File: src/rtl/program_loader_pkg.sv
// program_loader_pkg
//   Shared definitions for the boot-time program loader.
//   - RAM_ADDR_W / RAM_DATA_W: geometry of the 256x16 block RAM shared with
//     the TinyMIPS core.
//   - ld_state_e: loader state encoding (3 bits), LD_IDLE .. LD_ERR.
package program_loader_pkg;

  localparam int RAM_ADDR_W = 8;
  localparam int RAM_DATA_W = 16;

  typedef enum logic [2:0] {
    LD_IDLE  = 3'd0,
    LD_HI    = 3'd1,
    LD_LO    = 3'd2,
    LD_WRITE = 3'd3,
    LD_CHK   = 3'd4,
    LD_RUN   = 3'd5,
    LD_ERR   = 3'd6
  } ld_state_e;

endpackage

File: src/rtl/program_loader.sv
// program_loader
//   Receives a framed program over a byte stream (count byte, 16-bit words
//   high byte first, checksum byte), writes the words into the shared RAM
//   from address 0 while holding the core in reset, and on a good checksum
//   releases the core and hands it the RAM port through a transparent mux.
//
// Ports
//   clk         in   1       single clock, posedge
//   rst         in   1       synchronous active-high reset
//   byte_in     in   8       stream byte
//   byte_valid  in   1       byte_in valid this cycle
//   byte_ready  out  1       loader accepts byte_in (transfer = valid & ready)
//   cpu_wrEn    in   1       core write enable (used only in RUN)
//   cpu_addr    in   ADDR_W  core RAM address (used only in RUN)
//   cpu_data    in   DATA_W  core write data (used only in RUN)
//   ram_we      out  1       RAM write enable
//   ram_addr    out  ADDR_W  RAM address
//   ram_din     out  DATA_W  RAM write data
//   cpu_rst     out  1       core reset, high until load verified
//   done        out  1       load verified, core running
//   err         out  1       checksum mismatch, sticky until rst
module program_loader
  import program_loader_pkg::*;
#(
  parameter int ADDR_W = RAM_ADDR_W,
  parameter int DATA_W = RAM_DATA_W
) (
  input  logic              clk,
  input  logic              rst,
  input  logic [7:0]        byte_in,
  input  logic              byte_valid,
  output logic              byte_ready,
  input  logic              cpu_wrEn,
  input  logic [ADDR_W-1:0] cpu_addr,
  input  logic [DATA_W-1:0] cpu_data,
  output logic              ram_we,
  output logic [ADDR_W-1:0] ram_addr,
  output logic [DATA_W-1:0] ram_din,
  output logic              cpu_rst,
  output logic              done,
  output logic              err
);

  // One extra bit so a count byte of 0 can stand for a full 2**ADDR_W load.
  localparam int                CNT_W    = ADDR_W + 1;
  localparam logic [CNT_W-1:0]  CNT_FULL = {1'b1, {ADDR_W{1'b0}}};

  ld_state_e         state;
  logic [ADDR_W-1:0] addr;
  logic [CNT_W-1:0]  cnt;
  logic [7:0]        hi_byte;
  logic [7:0]        lo_byte;
  logic [7:0]        sum;
  logic              xfer;
  logic              last_word;

  assign xfer      = byte_valid & byte_ready;
  // Compare against cnt-1 in the wider domain so the 256-word case ends at
  // addr 255 without the address counter ever wrapping.
  assign last_word = ({1'b0, addr} == (cnt - 1'b1));

  // Loader sequencing. cpu_rst/done/err are registered alongside the state
  // so cpu_rst drops in the very first RUN cycle.
  always_ff @(posedge clk) begin
    if (rst) begin
      state   <= LD_IDLE;
      addr    <= '0;
      cnt     <= '0;
      sum     <= '0;
      hi_byte <= '0;
      lo_byte <= '0;
      cpu_rst <= 1'b1;
      done    <= 1'b0;
      err     <= 1'b0;
    end else begin
      case (state)
        LD_IDLE: begin
          if (xfer) begin
            cnt   <= (byte_in == 8'd0) ? CNT_FULL : CNT_W'(byte_in);
            sum   <= byte_in;
            addr  <= '0;
            state <= LD_HI;
          end
        end
        LD_HI: begin
          if (xfer) begin
            hi_byte <= byte_in;
            sum     <= sum + byte_in;
            state   <= LD_LO;
          end
        end
        LD_LO: begin
          if (xfer) begin
            lo_byte <= byte_in;
            sum     <= sum + byte_in;
            state   <= LD_WRITE;
          end
        end
        LD_WRITE: begin
          if (last_word) begin
            state <= LD_CHK;
          end else begin
            addr  <= addr + 1'b1;
            state <= LD_HI;
          end
        end
        LD_CHK: begin
          if (xfer) begin
            if (byte_in == sum) begin
              state   <= LD_RUN;
              cpu_rst <= 1'b0;
              done    <= 1'b1;
            end else begin
              state <= LD_ERR;
              err   <= 1'b1;
            end
          end
        end
        LD_RUN: state <= LD_RUN;
        LD_ERR: state <= LD_ERR;
        default: begin
          state   <= LD_IDLE;
          cpu_rst <= 1'b1;
          done    <= 1'b0;
        end
      endcase
    end
  end

  // Stream handshake: only the byte-consuming states accept, and never
  // while reset is held.
  always_comb begin
    byte_ready = 1'b0;
    if (!rst) begin
      byte_ready = (state == LD_IDLE) || (state == LD_HI) ||
                   (state == LD_LO)   || (state == LD_CHK);
    end
  end

  // RAM port mux: loader owns it in WRITE, the core owns it in RUN with no
  // added latency; otherwise writes are blocked.
  always_comb begin
    ram_we   = 1'b0;
    ram_addr = addr;
    ram_din  = {hi_byte, lo_byte};
    case (state)
      LD_WRITE: ram_we = 1'b1;
      LD_RUN: begin
        ram_we   = cpu_wrEn;
        ram_addr = cpu_addr;
        ram_din  = cpu_data;
      end
      default: ram_we = 1'b0;
    endcase
  end

endmodule

File: config.mk
export PLATFORM = sky130hd
export DESIGN_NAME = program_loader
export DESIGN_NICKNAME = d
export VERILOG_FILES = /design/src/rtl/program_loader_pkg.sv /design/src/rtl/program_loader.sv
export SDC_FILE = /design/constraint.sdc
export NUM_CORES = 1
export LEC_CHECK = 0
export BUFFER_PORTS_ARGS = -buffer_cell sky130_fd_sc_hd__buf_2
export CORE_UTILIZATION = 25
export CTS_BUF_LIST = sky130_fd_sc_hd__clkbuf_4 sky130_fd_sc_hd__clkbuf_8
export DETAILED_ROUTE_END_ITERATION = 7
export PLACE_DENSITY = 0.43
export SLEW_MARGIN = 10
export SYNTH_ARGS = -nofsm -noshare
export SYNTH_HDL_FRONTEND = slang
export SYNTH_SLANG_ARGS = --single-unit
File: constraint.sdc
create_clock -name clk -period 2 [get_ports clk]
set_input_delay 0.2 -clock clk [delete_from_list [all_inputs] [get_ports clk]]
set_output_delay 0.2 -clock clk [all_outputs]
set_load 0.005 [all_outputs]
==> results of run 1 <==
## logic make-up after synthesis
group,share of synthesized area
buffers and inverters,0.04646
adders and majority gates,0.04518
muxes,0.1722
DFF,0.3205
xor gates and xnor gates,0.03879
and+or+nand+nor,0.2400
AOI/OAI and AO/OA,0.1368
## worst max-delay path, stage by stage (launching register included)
cell,delay [ns]
dfxtp_2,0.37
ha_4,0.20
a21oi_2,0.13
o211ai_1,0.14
a2111oi_2,0.42
nor3_2,0.08
xor2_1,0.16
mux2i_1,0.13
a2111oi_1,0.32
## state kept, by name, indices dropped and copies added, names as in the netlist
signal,cells
sum,8
cpu_rst,1
state,3
done,1
lo_byte,8
cnt,9
hi_byte,8
err,1
addr,8
## through the flow
step / area [sq um] / TNS (ns) / utilization / hold WS (ns) / std cells
4_1_cts: 3850 / -0.06236 / 0.3372 / 0.1812 / 582
5_1_grt: 3966 / -0.2666 / 0.3474 / 0.1956 / 586
3_5_place_dp: 3657 / -0.3030 / 0.3203 / 0.4616 / 573
3_3_place_gp: 3657 / -0.2305 / 0.3203 / 0.4486 / 573
6_report: 3966 / -0.04253 / 0.3474 / 0.1890 / 586
2_1_floorplan: 2948 / 0 / - / 0.3439 / 348
## cell type report
type / count / area (sq um) / share of cell area
Inverter: 9 / 33.78 / 0.008517
Tap cell: 143 / 178.9 / 0.04511
Multi-Input combinational cell: 270 / 1996 / 0.5032
Sequential cell: 47 / 959.7 / 0.2420
Clock buffer: 5 / 68.82 / 0.01735
Clock inverter: 3 / 47.55 / 0.01199
Timing Repair Buffer: 109 / 681.9 / 0.1719
## Yosys cell counts (3+ instances only)
master	n
nand4_1	4
xor2_1	4
xnor2_1	9
nand3b_1	5
nand2_1	31
ha_1	9
mux2_2	24
inv_1	9
and2_1	3
a211oi_1	5
nor2_1	44
o21a_1	3
nand2b_1	9
nor4_1	3
nor3_1	7
o21ai_0	8
dfxtp_1	47
o211ai_1	4
nand3_1	12
nor3b_1	3
mux2i_1	22
a21oi_1	23
clkbuf_1	18
## power groups by stage
stage / clock network [mW] / registers [mW] / logic (mW)
after floorplan: 0 / 1.01 / 0.288
after global placement: 0 / 1.01 / 0.458
after detailed placement: 0 / 1.01 / 0.462
after CTS: 0.784 / 0.995 / 0.481
after global routing: 0.810 / 1.00 / 0.560
final: 0.751 / 0.996 / 0.507
## placed cells by master (no fill, tap or decap), drive strengths merged, types with 5 or more instances in the layout
master,n
nor3,7
nand2b,9
inv,10
nor2,45
clkbuf,5
nand2,31
xnor2,9
nand3,12
mux2i,22
mux2,25
o21ai,8
dfxtp,47
ha,9
a211oi,5
buf,109
nand3b,5
a21oi,24
## timing repair
item,in CTS,in global routing
resized for setup,12,31
setup endpoints to repair,7,10
pin swaps,13,13
setup buffers,2,5
## final timing paths
check	startpoint	endpoint	slack, ns	depth (start not counted)
worst max-delay path	sum[1]	sum[7]	-0.04	8
worst min-delay path	byte_valid	state[1]	0.19	3
worst max register to register	sum[1]	sum[7]	-0.04	8
worst min register to register	cpu_rst	cpu_rst	0.47	2
## layer usage
layer,up-vias,track usage,share of wire
met1,1290,0.1763,0.46
met5,-,0,0
met2,45,0.2294,0.49
met3,7,0.01705,0.031
li1,1415,-,-
met4,0,0.03947,0.016
==> impl_metrics.sql, run 1 <==
INSERT INTO impl_metrics (metric_group, metric, value, unit) VALUES
('sta', 'rsz0062_at_grt', 'true', ''),
('yosys', 'post-synth-top-area-cell', 'dfxtp_1', ''),
('floorplanning', 'rows', '39', ''),
('yosys', 'synth-async-reset-ratio', '0', ''),
('outcome', 'violations', 'negative setup slack', ''),
('pwr', 'portion_of_total_power_attributed_to_the_clock_network', '0.333', ''),
('worst_setup_path', 'critPathMaxFanout', '2', ''),
('pwr', 'power_switching', '0.6573', 'mW'),
('pwr', 'irDropWorstVdd', '0.3559', 'mV'),
('floorplanning', 'chipWidth', '110.4', 'um'),
('worst_setup_path', 'crit_type', 'reg -> reg', ''),
('finish', 'antenna_cells_inserted', '0', ''),
('floorplanning', 'core_region_area', '0.01142', 'sq mm'),
('clocking', 'ctsHoldBuffers', '0', ''),
('worst_setup_path', 'timing.critical_path.required', '2.20', 'ns'),
('yosys', 'synth-seq-area-share', '0.3205', ''),
('clocking', 'cts.sinks', '47', ''),
('clocking', 'tritoncts.num_buffers', '5', ''),
('detailed_routing', 'viasPerCell', '4.705', ''),
('pwr', 'power.share.sequential', '0.442', ''),
('clocking', 'ctsLongestPathBuffers', '2', ''),
('clocking', 'clock_tree_root', 'clkbuf_8', ''),
('global_routing', 'groute.usage.overall', '0.1345', ''),
('detailed_routing', 'drc', '0', ''),
('yosys', 'synth_top_area_frac', '0.3205', ''),
('floorplanning', 'floorplan.die.height', '110.4', 'um'),
('detailed_routing', 'detailroute.via_count', '2757', ''),
('yosys', 'syn_inst', '348', ''),
('floorplanning', 'die_area', '0.01218', 'sq mm'),
('run', 'max_cap_violations', '0', ''),
('pwr', 'cellPowerDensity', '568.2', 'mW/mm^2'),
('finish', 'fillCellCount', '1249', ''),
('worst_setup_path', 'cp_data_arrival_time', '2.25', 'ns'),
('finish', 'layout-area-overhead-vs-synth', '35.12', '%'),
('pwr', 'p_sw_frac', '0.2917', ''),
('sta', 'finalHoldViolations', '0', ''),
('finish', 'share_of_post_route_cells_with_drive_strength_above_1', '0.4266', ''),
('yosys', 'synth_edf_count', '0', ''),
('clocking', 'cts_htree_levels', '2', ''),
('worst_setup_path', 'worst_setup_path_end_kind', 'flip-flop', ''),
('yosys', 'syn-num-nets', '394', ''),
('sta', 'finalCriticalPeriod', '2.043', 'ns'),
('global_routing', 'grt_pass1_vias', '2499', ''),
('pwr', 'internal_power', '1.596', 'mW'),
('sta', 'final.setup_skew', '0.003233', 'ns'),
('yosys', 'post_synth_instance_area', '0.002935', 'sq mm'),
('placement', 'buffer_ports.inserted', '64', ''),
('sta', 'fin_crit_sh', '1.021', ''),
('pwr', 'total_leakage_power', '1.832', 'nW'),
('sta', 'max_slew_headroom', '0.5667', ''),
('sta', 'finalMaxSlewViolations', '0', ''),
('global_routing', 'pin_count_of_the_biggest_net_entering_global_routing', '42', ''),
('placement', 'finalWeightedCongestion', '0.8703', ''),
('detailed_routing', 'number_of_iterations_in_the_first_detailed_routing_pass', '4', ''),
('detailed_routing', 'ant_nets', '0', ''),
('yosys', 'synth.distinct_cells', '56', ''),
('placement', 'place_hpwl', '5881', 'um'),
('global_routing', 'grt.overflow.total', '0', ''),
('placement', 'detailedPlace.worstSlack', '-0.1465', 'ns'),
('finish', 'nNetsFinal', '488', ''),
('floorplanning', 'number_of_top_level_design_ports', '65', ''),
('min_path', 'hold_path.class', 'in -> reg', ''),
('sta', 'timing.final.setup_violations', '1', ''),
('pwr', 'comb_power_share', '0.225', ''),
('yosys', 'post_synth.cell_area_avg', '8.435', 'sq um'),
('detailed_routing', 'detail_route.iter0.violations', '81', ''),
('global_routing', 'grt_first_pass_wirelength', '12680', 'um'),
('global_routing', 'antenna_found_initial', '0', ''),
('clocking', 'cts.clk_slew.worst_paths', '0.10', 'ns'),
('sta', 'max_freq', '489.6', 'MHz'),
('sta', 'max_slew.worst_pin.slew', '0.6500', 'ns'),
('yosys', 'ys_warn_count', '0', ''),
('worst_setup_path', 'worst_setup_path_start_kind', 'flip-flop', ''),
('clocking', 'tritoncts', 'built', ''),
('sta', 'worst_slack_setup_final', '-0.04253', 'ns'),
('detailed_routing', 'avgRoutedWirePerCell', '13.62', 'um'),
('yosys', 'synth_ff_type', 'dfxtp_1', ''),
('outcome', 'run_status', 'finished with violations', ''),
('detailed_routing', 'detail_route.wirelength', '7980', 'um'),
('clocking', 'clock_insertion_delay_worst_skew', '0.31', 'ns'),
('pwr', 'power.total', '2.254', 'mW'),
('yosys', 'synth.top_cells.by_area', 'dfxtp_1 (32%), mux2_2 (9.2%), mux2i_1 (7.5%), nor2_1 (5.6%), nand2_1 (4.0%)', ''),
('yosys', 'synth.ff_latch_count', '47', ''),
('floorplanning', 'initial_utilization', '0.2571', '');
(Power assumes the default switching activity.)
==> run 2: changes to the inputs <==
==> constraint.sdc (replaced) <==
create_clock -name clk -period 2 [get_ports clk]
set_input_delay 0.2 -clock clk [delete_from_list [all_inputs] [get_ports clk]]
set_output_delay 0.2 -clock clk [all_outputs]
set_load 0.02 [all_outputs]
==> run 2 against run 1 <==
Effect of this change: the run still ends with negative setup slack left; largest power group unchanged; sequential power hardly changed; count of clock-buffer cells in the layout stayed put; die area stayed put; cell area is 0.54% higher; cell count is 0.17% higher; power is 0.18% lower; critical path depth stayed put.
==> impl_metrics.sql, run 2 (same netlist as run 1, synthesis figures left out) <==
INSERT INTO impl_metrics (metric_group, metric, value, unit) VALUES
('outcome', 'run_status', 'finished with violations', ''),
('outcome', 'violations', 'negative setup slack', ''),
('sta', 'max_freq', '492.5', 'MHz'),
('global_routing', 'grt.overflow.total', '0', ''),
('floorplanning', 'chipWidth', '110.4', 'um'),
('finish', 'layout-area-overhead-vs-synth', '35.85', '%'),
('detailed_routing', 'ant_nets', '0', ''),
('sta', 'final.hold.worst_slack', '0.1973', 'ns'),
('global_routing', 'groute.usage.overall', '0.1331', ''),
('worst_setup_path', 'critical_path_buf_inv_count', '0', ''),
('floorplanning', 'initial_utilization', '0.2571', ''),
('sta', 'finalCriticalPeriod', '2.031', 'ns'),
('global_routing', 'antenna_found_initial', '0', ''),
('placement', 'place_hpwl', '5786', 'um'),
('finish', 'top_register', 'cnt', ''),
('pwr', 'irDropWorstVdd', '0.2710', 'mV'),
('global_routing', 'pin_count_of_the_biggest_net_entering_global_routing', '42', ''),
('sta', 'worst_slack_setup_final', '-0.03057', 'ns'),
('finish', 'fillCellCount', '1239', ''),
('pwr', 'cellPowerDensity', '564.2', 'mW/mm^2'),
('detailed_routing', 'number_of_iterations_in_the_first_detailed_routing_pass', '4', ''),
('placement', 'place_inst', '574', ''),
('placement', 'finalWeightedCongestion', '0.8665', ''),
('pwr', 'comb_power_share', '0.227', ''),
('min_path', 'hold_path.class', 'in -> reg', ''),
('sta', 'final.setup_skew', '0.01829', 'ns'),
('worst_setup_path', 'cp_data_arrival_time', '2.23', 'ns'),
('pwr', 'total_leakage_power', '1.832', 'nW'),
('pwr', 'p_sw_frac', '0.2905', ''),
('sta', 'fin_crit_sh', '1.015', ''),
('placement', 'buffer_ports.inserted', '64', ''),
('finish', 'finish.utilization', '0.3492', ''),
('global_routing', 'global_route.peak_usage_layer', 'met2', ''),
('finish', 'final-instance-count-excl-fill', '587', ''),
('finish', 'largest_register_ffs', '9', ''),
('worst_setup_path', 'cp_top_family', 'compound AO/OA/AOI/OAI gates', ''),
('global_routing', 'groute.layer.met3.usage', '0.01646', ''),
('pwr', 'power_switching', '0.6534', 'mW'),
('clocking', 'cts.clk_slew.worst_paths', '0.11', 'ns'),
('global_routing', 'grt_first_pass_wirelength', '12520', 'um'),
('detailed_routing', 'viasPerCell', '4.596', ''),
('finish', 'nNetsFinal', '489', ''),
('pwr', 'portion_of_total_power_attributed_to_the_clock_network', '0.328', ''),
('pwr', 'internal_power', '1.596', 'mW'),
('floorplanning', 'number_of_top_level_design_ports', '65', ''),
('worst_setup_path', 'critPathMaxFanout', '2', ''),
('detailed_routing', 'detail_route.wirelength', '7812', 'um'),
('finish', 'final_common_cell', 'buf_2', ''),
('detailed_routing', 'detail_route.iter0.violations', '96', ''),
('sta', 'timing.final.setup_violations', '1', ''),
('detailed_routing', 'drc', '0', ''),
('sta', 'rsz0062_at_grt', 'true', ''),
('sta', 'finalHoldViolations', '0', ''),
('clocking', 'cts.sinks', '47', ''),
('worst_setup_path', 'crit_type', 'reg -> reg', ''),
('floorplanning', 'core_region_area', '0.01142', 'sq mm'),
('sta', 'finalSetupTns', '-0.03057', 'ns'),
('clocking', 'ctsLongestPathBuffers', '2', ''),
('clocking', 'tritoncts.num_buffers', '5', ''),
('floorplanning', 'floorplan.die.height', '110.4', 'um'),
('sta', 'finalMaxSlewViolations', '0', ''),
('sta', 'max_slew.worst_pin.slew', '0.6403', 'ns'),
('floorplanning', 'rows', '39', ''),
('global_routing', 'grt_use_met1', '0.1820', ''),
('pwr', 'power.share.sequential', '0.444', ''),
('detailed_routing', 'avgRoutedWirePerCell', '13.31', 'um'),
('finish', 'antenna_cells_inserted', '0', ''),
('floorplanning', 'die_area', '0.01218', 'sq mm'),
('clocking', 'tritoncts', 'built', ''),
('worst_setup_path', 'cpPeakStageDelay', '0.37', 'ns'),
('clocking', 'clock_insertion_delay_worst_skew', '0.31', 'ns'),
('pwr', 'power.total', '2.250', 'mW'),
('worst_setup_path', 'worst_setup_path_end_kind', 'flip-flop', ''),
('global_routing', 'groute.layer.met2.usage', '0.2192', ''),
('clocking', 'cts_htree_levels', '2', ''),
('global_routing', 'grt_pass1_vias', '2452', ''),
('worst_setup_path', 'worst_setup_path_start_kind', 'flip-flop', ''),
('finish', 'most-common-layout-cells', 'buf_2 (64), nor2_1 (43), buf_4 (42), dfxtp_1 (36), nand2_1 (31)', ''),
('worst_setup_path', 'timing.critical_path.cells', 'ha_4 -> a21oi_2 -> o211ai_1 -> a2111oi_2 -> nor3_1 -> xor2_1 -> mux2i_1 -> a2111oi_0', ''),
('worst_setup_path', 'timing.critical_path.required', '2.20', 'ns'),
('finish', 'share_of_post_route_cells_with_drive_strength_above_1', '0.4257', ''),
('clocking', 'clock_tree_root', 'clkbuf_8', ''),
('sta', 'max_slew_headroom', '0.5732', ''),
('detailed_routing', 'detailroute.via_count', '2698', ''),
('worst_setup_path', 'crit_slowest_cell', 'dfxtp_2', ''),
('run', 'max_cap_violations', '0', '');
-- run 2: stage by stage --
step / cell area, sq um / setup WS [ns]
6_report: 3988 / -0.03057
5_1_grt: 3988 / -0.1674
4_1_cts: 3906 / -0.06025
2_1_floorplan: 2948 / 0.007594
3_3_place_gp: 3665 / -0.1102
3_5_place_dp: 3665 / -0.1579
-- run 2: cell type report --
type / count / area, sq um / share of cell area
Inverter: 9 / 33.78 / 0.008472
Clock buffer: 5 / 68.82 / 0.01726
Multi-Input combinational cell: 270 / 2016 / 0.5055
Clock inverter: 3 / 46.29 / 0.01161
Sequential cell: 47 / 954.7 / 0.2394
Tap cell: 143 / 178.9 / 0.04487
Timing Repair Buffer: 110 / 689.4 / 0.1729
-- run 2: power groups by stage --
| stage | sequential [mW] | combinational (mW) | clock (mW) |
|---|---|---|---|
| after floorplan | 1.01 | 0.297 | 0 |
| after global placement | 1.01 | 0.467 | 0 |
| after detailed placement | 1.01 | 0.469 | 0 |
| after CTS | 0.997 | 0.497 | 0.771 |
| after global routing | 1.00 | 0.568 | 0.812 |
| final | 1.00 | 0.511 | 0.739 |
-- run 2: worst reg2reg max path: stages (launching register included) --
cell and delay (ns):
dfxtp_2 0.37, ha_4 0.20, a21oi_2 0.12, o211ai_1 0.13
a2111oi_2 0.37, nor3_1 0.10, xor2_1 0.18, mux2i_1 0.13
a2111oi_0 0.33
-- run 2: path summary, 6_finish.rpt --
| kind | start | end | cells after the start | slack, ns |
|---|---|---|---|---|
| worst max-delay path | sum[1] | sum[7] | 8 | -0.03 |
| worst min-delay path | byte_valid | state[1] | 3 | 0.20 |
| worst max register to register | sum[1] | sum[7] | 8 | -0.03 |
| worst min register to register | cpu_rst | cpu_rst | 2 | 0.47 |
-- run 2: what timing repair did --
item,CTS,global route
setup buffers,5,2
endpoints found under the hold margin,0,0
gates resized for setup,16,24
hold buffers,0,0
pin swaps,14,16
endpoints found under the setup margin,6,14
-- run 2: layer usage --
metal / share of wire / up-vias / wire length, um
met4: 0.010 / 0 / 80
li1: - / 1421 / -
met2: 0.48 / 56 / 3723
met5: 0 / - / 0
met1: 0.48 / 1216 / 3736
met3: 0.035 / 5 / 271
==> run 3: changes to the inputs <==
--- a/config.mk
+++ b/config.mk
@@ -5,6 +5,7 @@
 export SDC_FILE = /design/constraint.sdc
 export NUM_CORES = 1
 export LEC_CHECK = 0
+export ABC_AREA = 1
 export BUFFER_PORTS_ARGS = -buffer_cell sky130_fd_sc_hd__buf_2
 export CORE_UTILIZATION = 25
 export CTS_BUF_LIST = sky130_fd_sc_hd__clkbuf_4 sky130_fd_sc_hd__clkbuf_8
==> run 3 against run 2 <==
Effect of this change: the flow now finishes without violations; worst hold slack better by 0.026 ns; sequential power is essentially flat; via count is 7.6% higher; synthesized cell count is 21% higher; fmax grew 8.1%; cell count is 8.3% higher; flip-flop and latch count did not move; critical path depth down 3; utilization shrank 4.4 points; die area grew 4.8%; largest cell class unchanged.
==> impl_metrics.sql, run 3 <==
INSERT INTO impl_metrics (metric_group, metric, value, unit) VALUES
('outcome', 'run_status', 'completed', ''),
('sta', 'finalHoldViolations', '0', ''),
('worst_setup_path', 'cpPeakStageDelay', '0.38', 'ns'),
('worst_setup_path', 'worst_setup_path_end_kind', 'primary output', ''),
('placement', 'area_after_detailed_placement', '0.003552', 'sq mm'),
('placement', 'finalWeightedCongestion', '0.8303', ''),
('pwr', 'power.total', '2.031', 'mW'),
('worst_setup_path', 'r2r-end', 'sum[6]', ''),
('worst_setup_path', 'worstRegToRegCells', '14', ''),
('global_routing', 'antenna_found_initial', '0', ''),
('sta', 'finalSetupTns', '0', 'ns'),
('sta', 'max_slew.worst_pin.slew', '0.3950', 'ns'),
('pwr', 'power_switching', '0.6547', 'mW'),
('worst_setup_path', 'timing.critical_path.required', '1.80', 'ns'),
('sta', 'max_freq', '532.4', 'MHz'),
('clocking', 'clock_tree_root', 'clkbuf_8', ''),
('worst_setup_path', 'cp_top_family', 'buffers and inverters', ''),
('min_path', 'hold_path.startpoint', 'byte_in[5]', ''),
('min_path', 'hold_path.class', 'in -> reg', ''),
('finish', 'most-common-layout-cells', 'nand2_1 (76), buf_2 (64), a21oi_1 (51), inv_1 (45), dfxtp_1 (43)', ''),
('worst_setup_path', 'crit_type', 'reg -> out', ''),
('finish', 'finish.utilization', '0.3056', ''),
('pwr', 'total_leakage_power', '1.753', 'nW'),
('finish', 'nNetsFinal', '534', ''),
('worst_setup_path', 'r2r_setup_slack', '0.18', 'ns'),
('placement', 'place_hpwl', '6416', 'um'),
('clocking', 'tritoncts.num_buffers', '5', ''),
('finish', 'top_register', 'cnt', ''),
('min_path', 'min_to', 'sum[5]', ''),
('yosys', 'syn-num-nets', '468', ''),
('placement', 'buffer_ports.inserted', '64', ''),
('global_routing', 'grt_pass1_vias', '2652', ''),
('detailed_routing', 'number_of_iterations_in_the_first_detailed_routing_pass', '5', ''),
('sta', 'finalCriticalPeriod', '1.878', 'ns'),
('yosys', 'synth.top_cells.by_area', 'dfxtp_1 (31%), nand2_1 (9.3%), a21oi_1 (8.5%), mux2_2 (6.6%), inv_1 (5.6%)', ''),
('worst_setup_path', 'worst_setup_path_start_kind', 'flip-flop', ''),
('finish', 'multi_input_comb_area', '0.001851', 'sq mm'),
('sta', 'finalMaxSlewViolations', '0', ''),
('finish', 'layout-area-overhead-vs-synth', '19.22', '%'),
('worst_setup_path', 'critical_path_buf_inv_count', '3', ''),
('sta', 'max_slew_headroom', '0.7367', ''),
('detailed_routing', 'avgRoutedWirePerCell', '12.69', 'um'),
('clocking', 'ctsLongestPathBuffers', '2', ''),
('yosys', 'synth-async-reset-ratio', '0', ''),
('clocking', 'cts.sinks', '47', ''),
('yosys', 'synth_top_area_frac', '0.3056', ''),
('yosys', 'post_synth_instance_area', '0.003079', 'sq mm'),
('floorplanning', 'die_area', '0.01276', 'sq mm'),
('floorplanning', 'core_region_area', '0.01201', 'sq mm'),
('pwr', 'portion_of_total_power_attributed_to_the_clock_network', '0.294', ''),
('floorplanning', 'chipWidth', '113.0', 'um'),
('global_routing', 'groute.layer.met3.usage', '0.01714', ''),
('finish', 'antenna_cells_inserted', '0', ''),
('global_routing', 'pin_count_of_the_biggest_net_entering_global_routing', '19', ''),
('global_routing', 'grt.overflow.total', '0', ''),
('pwr', 'irDropWorstVdd', '0.3167', 'mV'),
('sta', 'fin_crit_sh', '0.9391', ''),
('global_routing', 'groute.layer.met2.usage', '0.2160', ''),
('pwr', 'p_sw_frac', '0.3224', ''),
('yosys', 'synth_edf_count', '0', ''),
('floorplanning', 'number_of_top_level_design_ports', '65', ''),
('worst_setup_path', 'critPathMaxFanout', '16', ''),
('clocking', 'tritoncts', 'built', ''),
('floorplanning', 'floorplan.die.height', '113.0', 'um'),
('finish', 'share_of_post_route_cells_with_drive_strength_above_1', '0.2965', ''),
('yosys', 'synth.ff_latch_count', '47', ''),
('finish', 'largest_register_ffs', '9', ''),
('min_path', 'whs_path_depth', '3', ''),
('floorplanning', 'rows', '40', ''),
('global_routing', 'grt_use_met1', '0.1795', ''),
('detailed_routing', 'detailroute.via_count', '2904', ''),
('sta', 'final.setup_skew', '0.005352', 'ns'),
('yosys', 'synthMostInstantiatedCell', 'nand2_1', ''),
('yosys', 'synth.distinct_cells', '39', ''),
('detailed_routing', 'ant_nets', '0', ''),
('finish', 'final_common_cell', 'nand2_1', ''),
('worst_setup_path', 'r2r_start', 'sum[0]', ''),
('worst_setup_path', 'crit_slowest_cell', 'dfxtp_2', ''),
('yosys', 'synth-seq-area-share', '0.3056', ''),
('pwr', 'cellPowerDensity', '553.1', 'mW/mm^2'),
('finish', 'finalInstanceArea', '0.003671', 'sq mm'),
('detailed_routing', 'detail_route.wirelength', '8072', 'um'),
('floorplanning', 'initial_utilization', '0.2564', ''),
('sta', 'rsz0062_at_grt', 'false', ''),
('detailed_routing', 'drc', '0', ''),
('yosys', 'post_synth.cell_area_avg', '7.297', 'sq um'),
('pwr', 'comb_power_share', '0.215', ''),
('yosys', 'synth_common_cells', 'nand2_1 (76), a21oi_1 (52), dfxtp_1 (47), inv_1 (46)', ''),
('run', 'max_cap_violations', '0', ''),
('sta', 'timing.final.setup_violations', '0', ''),
('pwr', 'internal_power', '1.376', 'mW'),
('global_routing', 'global_route.peak_usage_layer', 'met2', ''),
('clocking', 'cts_htree_levels', '2', ''),
('worst_setup_path', 'cp_data_arrival_time', '1.68', 'ns'),
('clocking', 'clock_insertion_delay_worst_skew', '0.31', 'ns'),
('detailed_routing', 'detail_route.iter0.violations', '106', ''),
('finish', 'fillCellCount', '1351', ''),
('global_routing', 'grt_first_pass_wirelength', '13380', 'um'),
('yosys', 'synth_ff_type', 'dfxtp_1', ''),
('pwr', 'power.share.sequential', '0.491', ''),
('global_routing', 'groute.usage.overall', '0.1315', ''),
('yosys', 'post-synth-top-area-cell', 'dfxtp_1', ''),
('finish', 'ff_latch_area', '945.9', 'sq um'),
('yosys', 'syn_inst', '422', ''),
('clocking', 'cts.clk_slew.worst_paths', '0.09', 'ns'),
('detailed_routing', 'viasPerCell', '4.566', ''),
('worst_setup_path', 'timing.critical_path.cells', 'inv_2 -> nand3_1 -> buf_6 -> mux2_2 -> buf_2', ''),
('yosys', 'ys_warn_count', '0', '');
## run 3: cell count changes after synthesis, moves of 14 or more
| cell | change |
|---|---|
| mux2i_1 | -22 |
| clkbuf_1 | -14 |
| inv_1 | +37 |
| o21ai_0 | +24 |
| nand2_1 | +45 |
| a21oi_1 | +29 |
## run 3: worst max path at each step
stage              from           to  depth (start not counted)
5_1_grt          cnt[0]      addr[2]                         11
3_3_place_gp     cnt[0]      addr[0]                         13
6_report       state[1]   ram_din[7]                          5
3_5_place_dp     cnt[0]      addr[0]                         13
4_1_cts        state[1]  ram_addr[7]                          5
2_1_floorplan    sum[2]     state[1]                          6
## run 3: metal layers
| layer | routed length, um | share of wire | vias to the layer above |
|---|---|---|---|
| met5 | 0 | 0 | - |
| met4 | 78 | 0.0097 | 0 |
| met3 | 240 | 0.030 | 5 |
| met2 | 3733 | 0.46 | 51 |
| met1 | 4020 | 0.50 | 1319 |
| li1 | - | - | 1529 |
## run 3: timing repair
item,in CTS,in global routing
buffers inserted,0,1
endpoints found under the setup margin,18,29
gates cloned,0,0
pin swaps,0,2
hold endpoints to repair,0,0
gates resized for setup,2,8
hold buffers,0,0
## run 3: stage by stage
step                      hold slack (ns)  std cells  worst slack (ns)
after detailed placement           0.4647        627            0.1276
after floorplan                    0.3674        422            0.3489
after CTS                          0.2216        635          0.001613
final                              0.2232        636            0.1219
after global placement             0.4514        627            0.1823
after global routing               0.2437        636          0.001658
## run 3: area by class of cell
type / count / area share
Multi-Input combinational cell: 307 / 0.5041
Sequential cell: 47 / 0.2577
Timing Repair Buffer: 71 / 0.1036
Inverter: 56 / 0.06067
Tap cell: 147 / 0.05010
Clock buffer: 5 / 0.01875
Clock inverter: 3 / 0.005112
## run 3: power groups by stage
stage	Sequential, mW	Clock [mW]	Combinational, mW
detailed placement	1.02	0	0.439
floorplan	1.01	0	0.323
global placement	1.02	0	0.438
global route	1.00	0.654	0.502
finish	0.997	0.596	0.437
CTS	0.997	0.618	0.441
## run 3: logic make-up (layout without fill, tap and decap cells)
logic type	count (synthesis)	count (layout)	share of synthesized area
buffers and inverters	68	135	0.09712
AO/OA/AOI/OAI	106	106	0.1946
adder cells (fa/ha/maj)	10	10	0.04307
AND/OR/NAND/NOR	161	161	0.2597
XOR/XNOR	12	12	0.03413
multiplexers	18	18	0.06583
flip-flops	47	47	0.3056
## run 3: worst reg2reg max path, stage by stage (launching register included)
cell     delay [ns]
dfxtp_1        0.34
ha_1           0.16
inv_1          0.06
fa_1           0.38
inv_1          0.08
nand3_1        0.08
nand3_2        0.09
nand2_1        0.05
nand2_1        0.05
nand2_1        0.04
nand2_1        0.07
a21oi_1        0.06
o21ai_0        0.08
nand2_1        0.07
a21oi_1        0.13
